`src/rtl/rv32i_lsu_bus_pkg.sv`:
```
// Shared types and constants for the RV32I load/store bus unit.
//   lsu_state_e  : FSM state encodings (3-bit)
//   lsu_req_t    : request captured from the ALU on accept
//   LSU_*_DEFAULT: default parameter values for the top level
package rv32i_lsu_bus_pkg;

  typedef enum logic [2:0] {
    LSU_IDLE   = 3'd0,
    LSU_WRITE  = 3'd1,
    LSU_RDCMD  = 3'd2,
    LSU_RDDATA = 3'd3,
    LSU_RESP   = 3'd4
  } lsu_state_e;

  typedef struct packed {
    logic [31:0] addr;
    logic [3:0]  be;
    logic [31:0] data;
  } lsu_req_t;

  localparam int          LSU_TIMEOUT_DEFAULT   = 255;
  localparam logic [31:0] LSU_ERR_RDATA_DEFAULT = 32'h0000_0000;

  // States in which a bus access is outstanding and the timeout runs.
  function automatic logic lsu_is_bus(input lsu_state_e s);
    return (s == LSU_WRITE) || (s == LSU_RDCMD) || (s == LSU_RDDATA);
  endfunction

endpackage

```
`src/rtl/rv32i_lsu_timeout.sv`:
```
// Bus access timeout: down-counter loaded on clear, decremented while
// enabled, flags expiry on the TIMEOUT_CYCLES-th enabled cycle.
//   clk, reset_n : clock, synchronous active-low reset
//   clear        : reload the counter (asserted on every state change)
//   enable       : count this cycle (an access is outstanding)
//   expired      : combinational, high in the last allowed cycle
// TIMEOUT_CYCLES = 0 disables the timeout entirely.
module rv32i_lsu_timeout #(
  parameter int TIMEOUT_CYCLES = 255
) (
  input  logic clk,
  input  logic reset_n,
  input  logic clear,
  input  logic enable,
  output logic expired
);

  generate
    if (TIMEOUT_CYCLES == 0) begin : g_off
      logic unused_tmo;
      assign unused_tmo = &{1'b0, clk, reset_n, clear, enable};
      assign expired    = 1'b0;
    end else begin : g_on
      localparam int CW = $clog2(TIMEOUT_CYCLES + 1);
      logic [CW-1:0] cnt;

      always_ff @(posedge clk) begin
        if (!reset_n)
          cnt <= '0;
        else if (clear)
          cnt <= CW'(TIMEOUT_CYCLES);
        else if (enable && cnt != '0)
          cnt <= cnt - CW'(1);
      end

      // Counter holds TIMEOUT_CYCLES in the first cycle after entry, so it
      // reads 1 in the TIMEOUT_CYCLES-th cycle spent in the state.
      assign expired = enable && (cnt == CW'(1));
    end
  endgenerate

endmodule

```
`src/rtl/rv32i_lsu_bus.sv`:
```
// Load/store bus unit downstream of the RV32I ALU. Captures one load or
// store request and runs it as a single pipelined Avalon-MM transfer,
// stalling the ALU until the write is accepted or read data returns.
//   clk, reset_n        : clock, synchronous active-low reset
//   load, store, addr,
//   st_be, wr_data      : request from the ALU (load is a held level)
//   stall               : combinational ALU hold
//   ld_data             : registered, unaligned load word
//   clr_load_op         : cancels the ALU's pending load after an abort
//   bus_err             : one-cycle pulse on timeout abort
//   avm_*               : Avalon-MM data master (all outputs registered)
module rv32i_lsu_bus
  import rv32i_lsu_bus_pkg::*;
#(
  parameter int          TIMEOUT_CYCLES = LSU_TIMEOUT_DEFAULT,
  parameter logic [31:0] ERR_RDATA      = LSU_ERR_RDATA_DEFAULT
) (
  input  logic        clk,
  input  logic        reset_n,
  input  logic        load,
  input  logic        store,
  input  logic [31:0] addr,
  input  logic [3:0]  st_be,
  input  logic [31:0] wr_data,
  output logic        stall,
  output logic [31:0] ld_data,
  output logic        clr_load_op,
  output logic        bus_err,
  output logic [31:0] avm_address,
  output logic [3:0]  avm_byteenable,
  output logic        avm_write,
  output logic [31:0] avm_writedata,
  output logic        avm_read,
  input  logic        avm_waitrequest,
  input  logic [31:0] avm_readdata,
  input  logic        avm_readdatavalid
);

  lsu_state_e state_q, state_d;
  lsu_req_t   req;
  logic       load_eff;
  logic       accept;
  logic       tmo_clear, tmo_en, tmo_expired;

  rv32i_lsu_timeout #(
    .TIMEOUT_CYCLES(TIMEOUT_CYCLES)
  ) u_timeout (
    .clk    (clk),
    .reset_n(reset_n),
    .clear  (tmo_clear),
    .enable (tmo_en),
    .expired(tmo_expired)
  );

  assign tmo_en    = lsu_is_bus(state_q);
  assign tmo_clear = (state_d != state_q);

  always_comb begin
    // The ALU's load flag is still up in the RESP cycle that follows an
    // aborted load; it is being cancelled, so it is not a new request.
    load_eff = load & ~clr_load_op;
    req.addr = addr & 32'hFFFF_FFFC;
    req.be   = load_eff ? 4'hF : st_be;
    req.data = wr_data;
    state_d  = state_q;
    accept   = 1'b0;
    stall    = 1'b0;
    unique case (state_q)
      LSU_IDLE, LSU_RESP: begin
        stall = load_eff | store;
        // load wins if both arrive; the store is dropped
        if (load_eff) begin
          state_d = LSU_RDCMD;
          accept  = 1'b1;
        end else if (store) begin
          state_d = LSU_WRITE;
          accept  = 1'b1;
        end else begin
          state_d = LSU_IDLE;
        end
      end
      LSU_WRITE: begin
        stall = avm_waitrequest;
        if (tmo_expired)           state_d = LSU_RESP;
        else if (!avm_waitrequest) state_d = LSU_IDLE;
      end
      LSU_RDCMD: begin
        stall = 1'b1;
        if (tmo_expired)           state_d = LSU_RESP;
        else if (!avm_waitrequest) state_d = LSU_RDDATA;
      end
      LSU_RDDATA: begin
        stall = 1'b1;
        if (tmo_expired)            state_d = LSU_RESP;
        else if (avm_readdatavalid) state_d = LSU_RESP;
      end
      default: state_d = LSU_IDLE;
    endcase
    if (!reset_n) stall = 1'b0;
  end

  always_ff @(posedge clk) begin
    if (!reset_n) begin
      state_q        <= LSU_IDLE;
      avm_write      <= 1'b0;
      avm_read       <= 1'b0;
      avm_address    <= '0;
      avm_byteenable <= '0;
      avm_writedata  <= '0;
      ld_data        <= '0;
      bus_err        <= 1'b0;
      clr_load_op    <= 1'b0;
    end else begin
      state_q <= state_d;
      // Commands follow the next state so they drop on abort or accept.
      avm_write <= (state_d == LSU_WRITE);
      avm_read  <= (state_d == LSU_RDCMD);
      bus_err     <= tmo_expired;
      clr_load_op <= tmo_expired &&
                     (state_q == LSU_RDCMD || state_q == LSU_RDDATA);
      if (accept) begin
        avm_address    <= req.addr;
        avm_byteenable <= req.be;
        if (!load_eff) avm_writedata <= req.data;
      end
      if (tmo_expired)
        ld_data <= ERR_RDATA;
      else if (state_q == LSU_RDDATA && avm_readdatavalid)
        ld_data <= avm_readdata;
    end
  end

endmodule

```
`config.mk`:
```
export PLATFORM = sky130hd
export DESIGN_NAME = rv32i_lsu_bus
export DESIGN_NICKNAME = d
export VERILOG_FILES = /design/src/rtl/rv32i_lsu_bus_pkg.sv /design/src/rtl/rv32i_lsu_timeout.sv /design/src/rtl/rv32i_lsu_bus.sv
export SDC_FILE = /design/constraint.sdc
export NUM_CORES = 1
export LEC_CHECK = 0
export CORE_UTILIZATION = 43
export DETAILED_ROUTE_END_ITERATION = 12
export PLACE_DENSITY = 0.85
export SLEW_MARGIN = 5
export SYNTH_ARGS = -nofsm -noshare
export SYNTH_HDL_FRONTEND = slang
export SYNTH_SLANG_ARGS = --single-unit
```
`constraint.sdc`:
```
create_clock -name clk -period 2.6 [get_ports clk]
set_input_delay 0.26 -clock clk [delete_from_list [all_inputs] [get_ports clk]]
set_output_delay 0.26 -clock clk [all_outputs]
set_load 0.05 [all_outputs]
```
After elaboration in Yosys (flattened, before gate mapping):

Index checks and enable logic that the tools add are counted.

* input bits: 106
* bits in registers: 113
* logic and storage cells: 55

* reductions and logical operators: 14
* equality and inequality tests: 8
* bitwise logic cells: 5
* mux-type cells: 17
* $add $sub $neg: 1

Operator list (count)
* two-way mux 3 bit: 6
* two-way mux 8 bit: 2
* one-hot mux 3 bit (4 select lines): 1
* equality test 3 x 2 -> 1 bit, second input constant: 3
* equality test 8 x 1 -> 1 bit, second input constant: 1
* nonzero test 8 bit: 1
* subtractor 8 x 1 -> 8 bit, second input constant: 1
* equality test 3 x 1 -> 1 bit, second input constant: 2
* OR reduction 2 bit: 3
* two-way mux 1 bit: 5
* logical AND 1 bit: 4
* two-way mux 4 bit: 1
* equality test 3 bit, second input constant: 1
* zero test 3 bit: 1
* logical OR 1 bit: 3
* inequality test 3 bit: 1
* NOT 1 bit: 3
* one-hot mux 1 bit (3 select lines): 1
* two-way mux 2 bit: 1
* AND reduction 2 bit: 1
* nonzero test 2 bit: 1
* AND 1 bit: 1
* OR 1 bit: 1

Logic depth before layout (Yosys ltp):

* word-level depth: 8
* mapped depth: 7

Hierarchy:

A second synthesis with hierarchy kept.

* cell total of the unflattened synthesis: 523
* area, all modules: 4384.2 sq um

Modules (own cells, without submodules)
* rv32i_lsu_bus: cells an instance 473, instances 1, area each 3935.0 sq um, sequential area each 2102.0 sq um
* rv32i_lsu_timeout: cells an instance 50, instances 1, area each 449.2 sq um, sequential area each 160.2 sq um

Worst setup path after synthesis:

OpenSTA, ideal clock, no wires.

* kind: register to output
* from: register clr_load_op
* to: output port stall
* path slack: 0.381 ns
* cell stages (with the launch flop): 5
* arrival: 1.959 ns
* required time: 2.340 ns
* path through: dfxtp_1 -> nor4b_2 -> a21oi_1 -> clkbuf_1 -> a21oi_1

* longest elaborated chain between the ends: 5

Ends and longest elaborated chain
* start: declaration: line rv32i_lsu_bus.sv:27 `output logic clr_load_op,`
* start signal: assignment: line rv32i_lsu_bus.sv:119 `clr_load_op <= tmo_expired &&`
* NOT 1 bit: line rv32i_lsu_bus.sv:61 `load_eff = load & ~clr_load_op;`
* AND 1 bit: line rv32i_lsu_bus.sv:61
* OR 1 bit: line rv32i_lsu_bus.sv:70 `stall = load_eff | store;`
* one-hot mux 1 bit (3 select lines): line rv32i_lsu_bus.sv:68 `unique case (state_q)`
* two-way mux 1 bit: line rv32i_lsu_bus.sv:99 `if (!reset_n) stall = 1'b0;`
* end: declaration: line rv32i_lsu_bus.sv:25 `output logic stall,`

Every way passes these cells.

Worst setup path after layout:

* from: register state_q[0]
* to: output port stall

* longest elaborated chain between the ends: 4

Ends and longest elaborated chain
* start: declaration: line rv32i_lsu_bus.sv:39 `lsu_state_e state_q, state_d;`
* start signal: assignment: line rv32i_lsu_bus.sv:114 `state_q <= state_d;`
* equality test 3 x 2 -> 1 bit (tied with other cells): line rv32i_lsu_bus.sv:68
* OR reduction 2 bit, on equally long branches
* one-hot mux 1 bit (3 select lines) *: line rv32i_lsu_bus.sv:68
* two-way mux 1 bit *: line rv32i_lsu_bus.sv:99

Mark *: on every way between the ends. The rest lies on a longest branch, timed or not.

==> run_results.csv <==
group,metric,value,unit
status,status,"completed",
worst_setup_path,slowest_delay,0.43,ns
finish,regArea,2262,sq um
worst_setup_path,endpoint_kind,"output pin",
worst_setup_path,cp_slowest_cell,"dfxtp_1",
yosys,synth_seq_cells,113,
finish,fin_nets,832,
placed_design,dp_hpwl,8754,microns
yosys,synthesis.instances,523,
timing,finalSetupViolations,0,
timing,rsz0062_at_grt,"false",
yosys,syn-mean-instance-area,8.031,sq um
yosys,yosysTopAreaCellShare,0.5386,
timing,tightest_slew,0.6025,ns
run,cap_violations,0,
power_and_ir_drop,ir_drop,0.0004532,V
worst_setup_path,arrival,2.05,ns
yosys,synth-async-reset-ratio,0,
clock_tree,clock-sinks,113,
timing,final_max_slew_viol_count,0,
worst_setup_path,crit_chain,"nor2_1 -> o21ai_0 -> a21oi_1 -> buf_12",
drt,vias_per_cell,4.995,
timing,finalHoldViolCount,0,
clock_tree,path_clk_slew,0.06,ns
timing,max-slew-margin-rel,0.5946,
yosys,synth-edff-count,0,
global_route,grt_max_degree,43,
power_and_ir_drop,p_int,3.563,mW
placed_design,io_buffer_count,206,
yosys,synth.distinct_cells,44,
yosys,synthMuxAreaShare,0.007447,
timing,fin_skew,0.01122,ns
worst_hold_path,holdPathStages,3,
clock_tree,cts_setup_buffers,0,
drt,drt_pre_antenna_iters,4,
floorplan,die_x,100.8,microns
clock_tree,clockBufferDepth,2,
worst_setup_path,r2r_slack,0.52,ns
drt,wl_met1,4623,microns
global_route,grt.total_usage,0.2493,
yosys,ys.flop_type,"dfxtp_1",
placed_design,place_inst,833,
drt,num_vias,4311,
power_and_ir_drop,pwr-share-comb,0.210,
timing,post-route-period-util,0.8898,
global_route,grt_pass1_vias,4304,
drt,drc,0,
yosys,synthSimpleGateAreaFrac,0.2338,
global_route,grt_pass1_wl,19800,microns
finish,mostFrequentLayoutCell,"clkdlybuf4s50_1",
worst_hold_path,worstHoldStart,"avm_readdata[18]",
power_and_ir_drop,clockPowerShare,0.408,
placed_design,place_area,6365,sq um
yosys,ys.warnings.count,0,
yosys,synth_area_leaders,"dfxtp_1 (54%), nand2_1 (18%), a21oi_1 (12%), clkbuf_1 (1.9%), buf_2 (1.1%)",
finish,n_antenna_cell,0,
timing,finalSetupTns,0,ns
yosys,yosysTopAreaCell,"dfxtp_1",
worst_hold_path,hp-class,"in2reg",
clock_tree,postCtsHoldBufs,0,
power_and_ir_drop,p_seq_frac,0.382,
finish,final_cell_mix,"clkdlybuf4s50_1 (205), nand2_1 (196), dfxtp_1 (113)",
global_route,antenna_found_initial,0,
finish,fin_area,6899,sq um
power_and_ir_drop,pwr_density_cell,730.4,nW/um^2
clock_tree,numCtsBuffers,17,
placed_design,routabilityCongestion,0.8860,
worst_setup_path,r2r_cells,7,
worst_setup_path,crit_path_max_fanout,10,
power_and_ir_drop,netSwitchingFraction,0.2929,
floorplan,rows,35,
floorplan,die-area,10170,sq um
yosys,synth_top_family_by_area,"simple AND/OR/NAND/NOR gates",
floorplan,start_util,0.4482,
worst_setup_path,crit_path_start_kind,"flop",
finish,syn2layout_area_growth,64.25,%
clock_tree,h-tree-depth,4,
yosys,synth_compound_area_frac,0.1644,
finish,final_cell_count_no_fill,863,
floorplan,core-area,9371,sq um
yosys,yosysSeqAreaShare,0.5386,
drt,wl_met3,1054,microns
power_and_ir_drop,leakage,2.524,nW
global_route,grt.overflow.total,0,
yosys,synth_area,4200,sq um
worst_setup_path,cp_data_required_time,2.34,ns
worst_setup_path,reg2reg_from,"u_timeout.g_on.cnt[1]$_SDFFE_PN0P_",
timing,min_period,2.314,ns
drt,drtIter0Drc,203,
power_and_ir_drop,switchingPower,1.476,mW
clock_tree,cts_tree,"yes",
drt,dr.max_layer_used,"met4",
finish,drive_gt1_frac,0.06948,
floorplan,die_y,100.8,microns
drt,routed_wl,12310,microns
worst_hold_path,holdPathEnd,"ld_data[18]$_SDFFE_PP0P_",
floorplan,io_pins,211,
yosys,synth_adder_area_share,0.008937,
yosys,synth-xor-area-share,0.002085,
finish,fillCellCount,684,
drt,wire_per_inst,14.26,microns
worst_setup_path,reg2reg_to,"ld_data[8]$_SDFFE_PP0P_",
clock_tree,cts_root_buf,"clkbuf_8",
finish,post-route-util,0.7362,
worst_setup_path,critical_path_class,"reg2out",
clock_tree,cts_resized,0,
timing,max_freq,432.2,MHz
drt,dr_wl_met2,6353,microns
clock_tree,clk_latency,0.51,ns
finish,multiInputGateArea,1767,sq um
drt,detail-route-antenna-nets,0,
[sequential cells by signal, summed over array words and instances (netlist names)]
name / flops
avm_byteenable: 4
avm_write: 1
ld_data: 32
u_timeout.g_on.cnt: 8
avm_writedata: 32
avm_read: 1
bus_err: 1
avm_address: 30
state_q: 3
clr_load_op: 1
[worst max path at each step]
| stage | start | end | slack, ns | cells past startpoint |
|---|---|---|---|---|
| 5_1_grt | state_q[0]$_SDFF_PN0_ | stall | 0.14 | 4 |
| 3_3_place_gp | load | u_timeout.g_on.cnt[4]$_SDFFE_PN0P_ | 0.59 | 5 |
| 6_report | state_q[0]$_SDFF_PN0_ | stall | 0.29 | 4 |
| 2_1_floorplan | clr_load_op$_SDFF_PN0_ | stall | 0.38 | 4 |
| 4_1_cts | state_q[0]$_SDFF_PN0_ | stall | 0.27 | 4 |
| 3_5_place_dp | load | u_timeout.g_on.cnt[7]$_SDFFE_PN0P_ | 0.49 | 5 |
[cells in the mapped netlist (all sizes together), types with 3 or more instances]
master,n
nand2,196
dfxtp,113
a21oi,102
clkbuf,21
buf,13
nor2,9
inv,8
a31oi,5
o21ai,5
nor3,4
or3,4
and3,3
ha,3
o22ai,3
[power groups by stage]
stage | Sequential, mW | Combinational, mW | Clock [mW]
after floorplan | 2.24 | 0.346 | 0
after global placement | 1.95 | 1.03 | 0
after detailed placement | 1.96 | 1.06 | 0
after CTS | 1.92 | 1.06 | 2.09
after global routing | 1.94 | 1.13 | 2.17
final | 1.92 | 1.06 | 2.06
[layer usage]
| metal | track usage | up-vias |
|---|---|---|
| met4 | 0.1126 | 0 |
| li1 | - | 2125 |
| met5 | 0 | - |
| met1 | 0.2698 | 1989 |
| met3 | 0.07975 | 23 |
| met2 | 0.4436 | 174 |
[critical path, delay by kind of cell (launching register included)]
| kind | cells | cell delay, ns |
|---|---|---|
| AO/OA/AOI/OAI | 2 | 0.57 |
| flip-flops | 1 | 0.43 |
| AND/OR/NAND/NOR | 1 | 0.36 |
| buffers and inverters | 1 | 0.18 |
[stage by stage]
stage                     power [mW]  hold WS, ns  worst slack [ns]
after floorplan                2.588       0.3817            0.3808
after global placement         2.982       0.4368            0.5881
after detailed placement       3.014       0.4431            0.4950
after CTS                      5.076       0.2762            0.2651
after global routing           5.244       0.2931            0.1406
final                          5.039       0.3004            0.2864
[layout make-up]
| class | count | share of cell area |
|---|---|---|
| Clock inverter | 10 | 0.01288 |
| Clock buffer | 20 | 0.06456 |
| Timing Repair Buffer | 214 | 0.3108 |
| Multi-Input combinational cell | 369 | 0.2561 |
| Sequential cell | 113 | 0.3279 |
| Tap cell | 129 | 0.02340 |
| Inverter | 8 | 0.004353 |
[kinds of logic after synthesis]
group,after synthesis
flops,113
mux,3
buf+inv,42
simple gates,235
other cells,1
compound gates,125
fa+ha+maj,3
xor+xnor,1
Power figures use the tool's default switching activity.
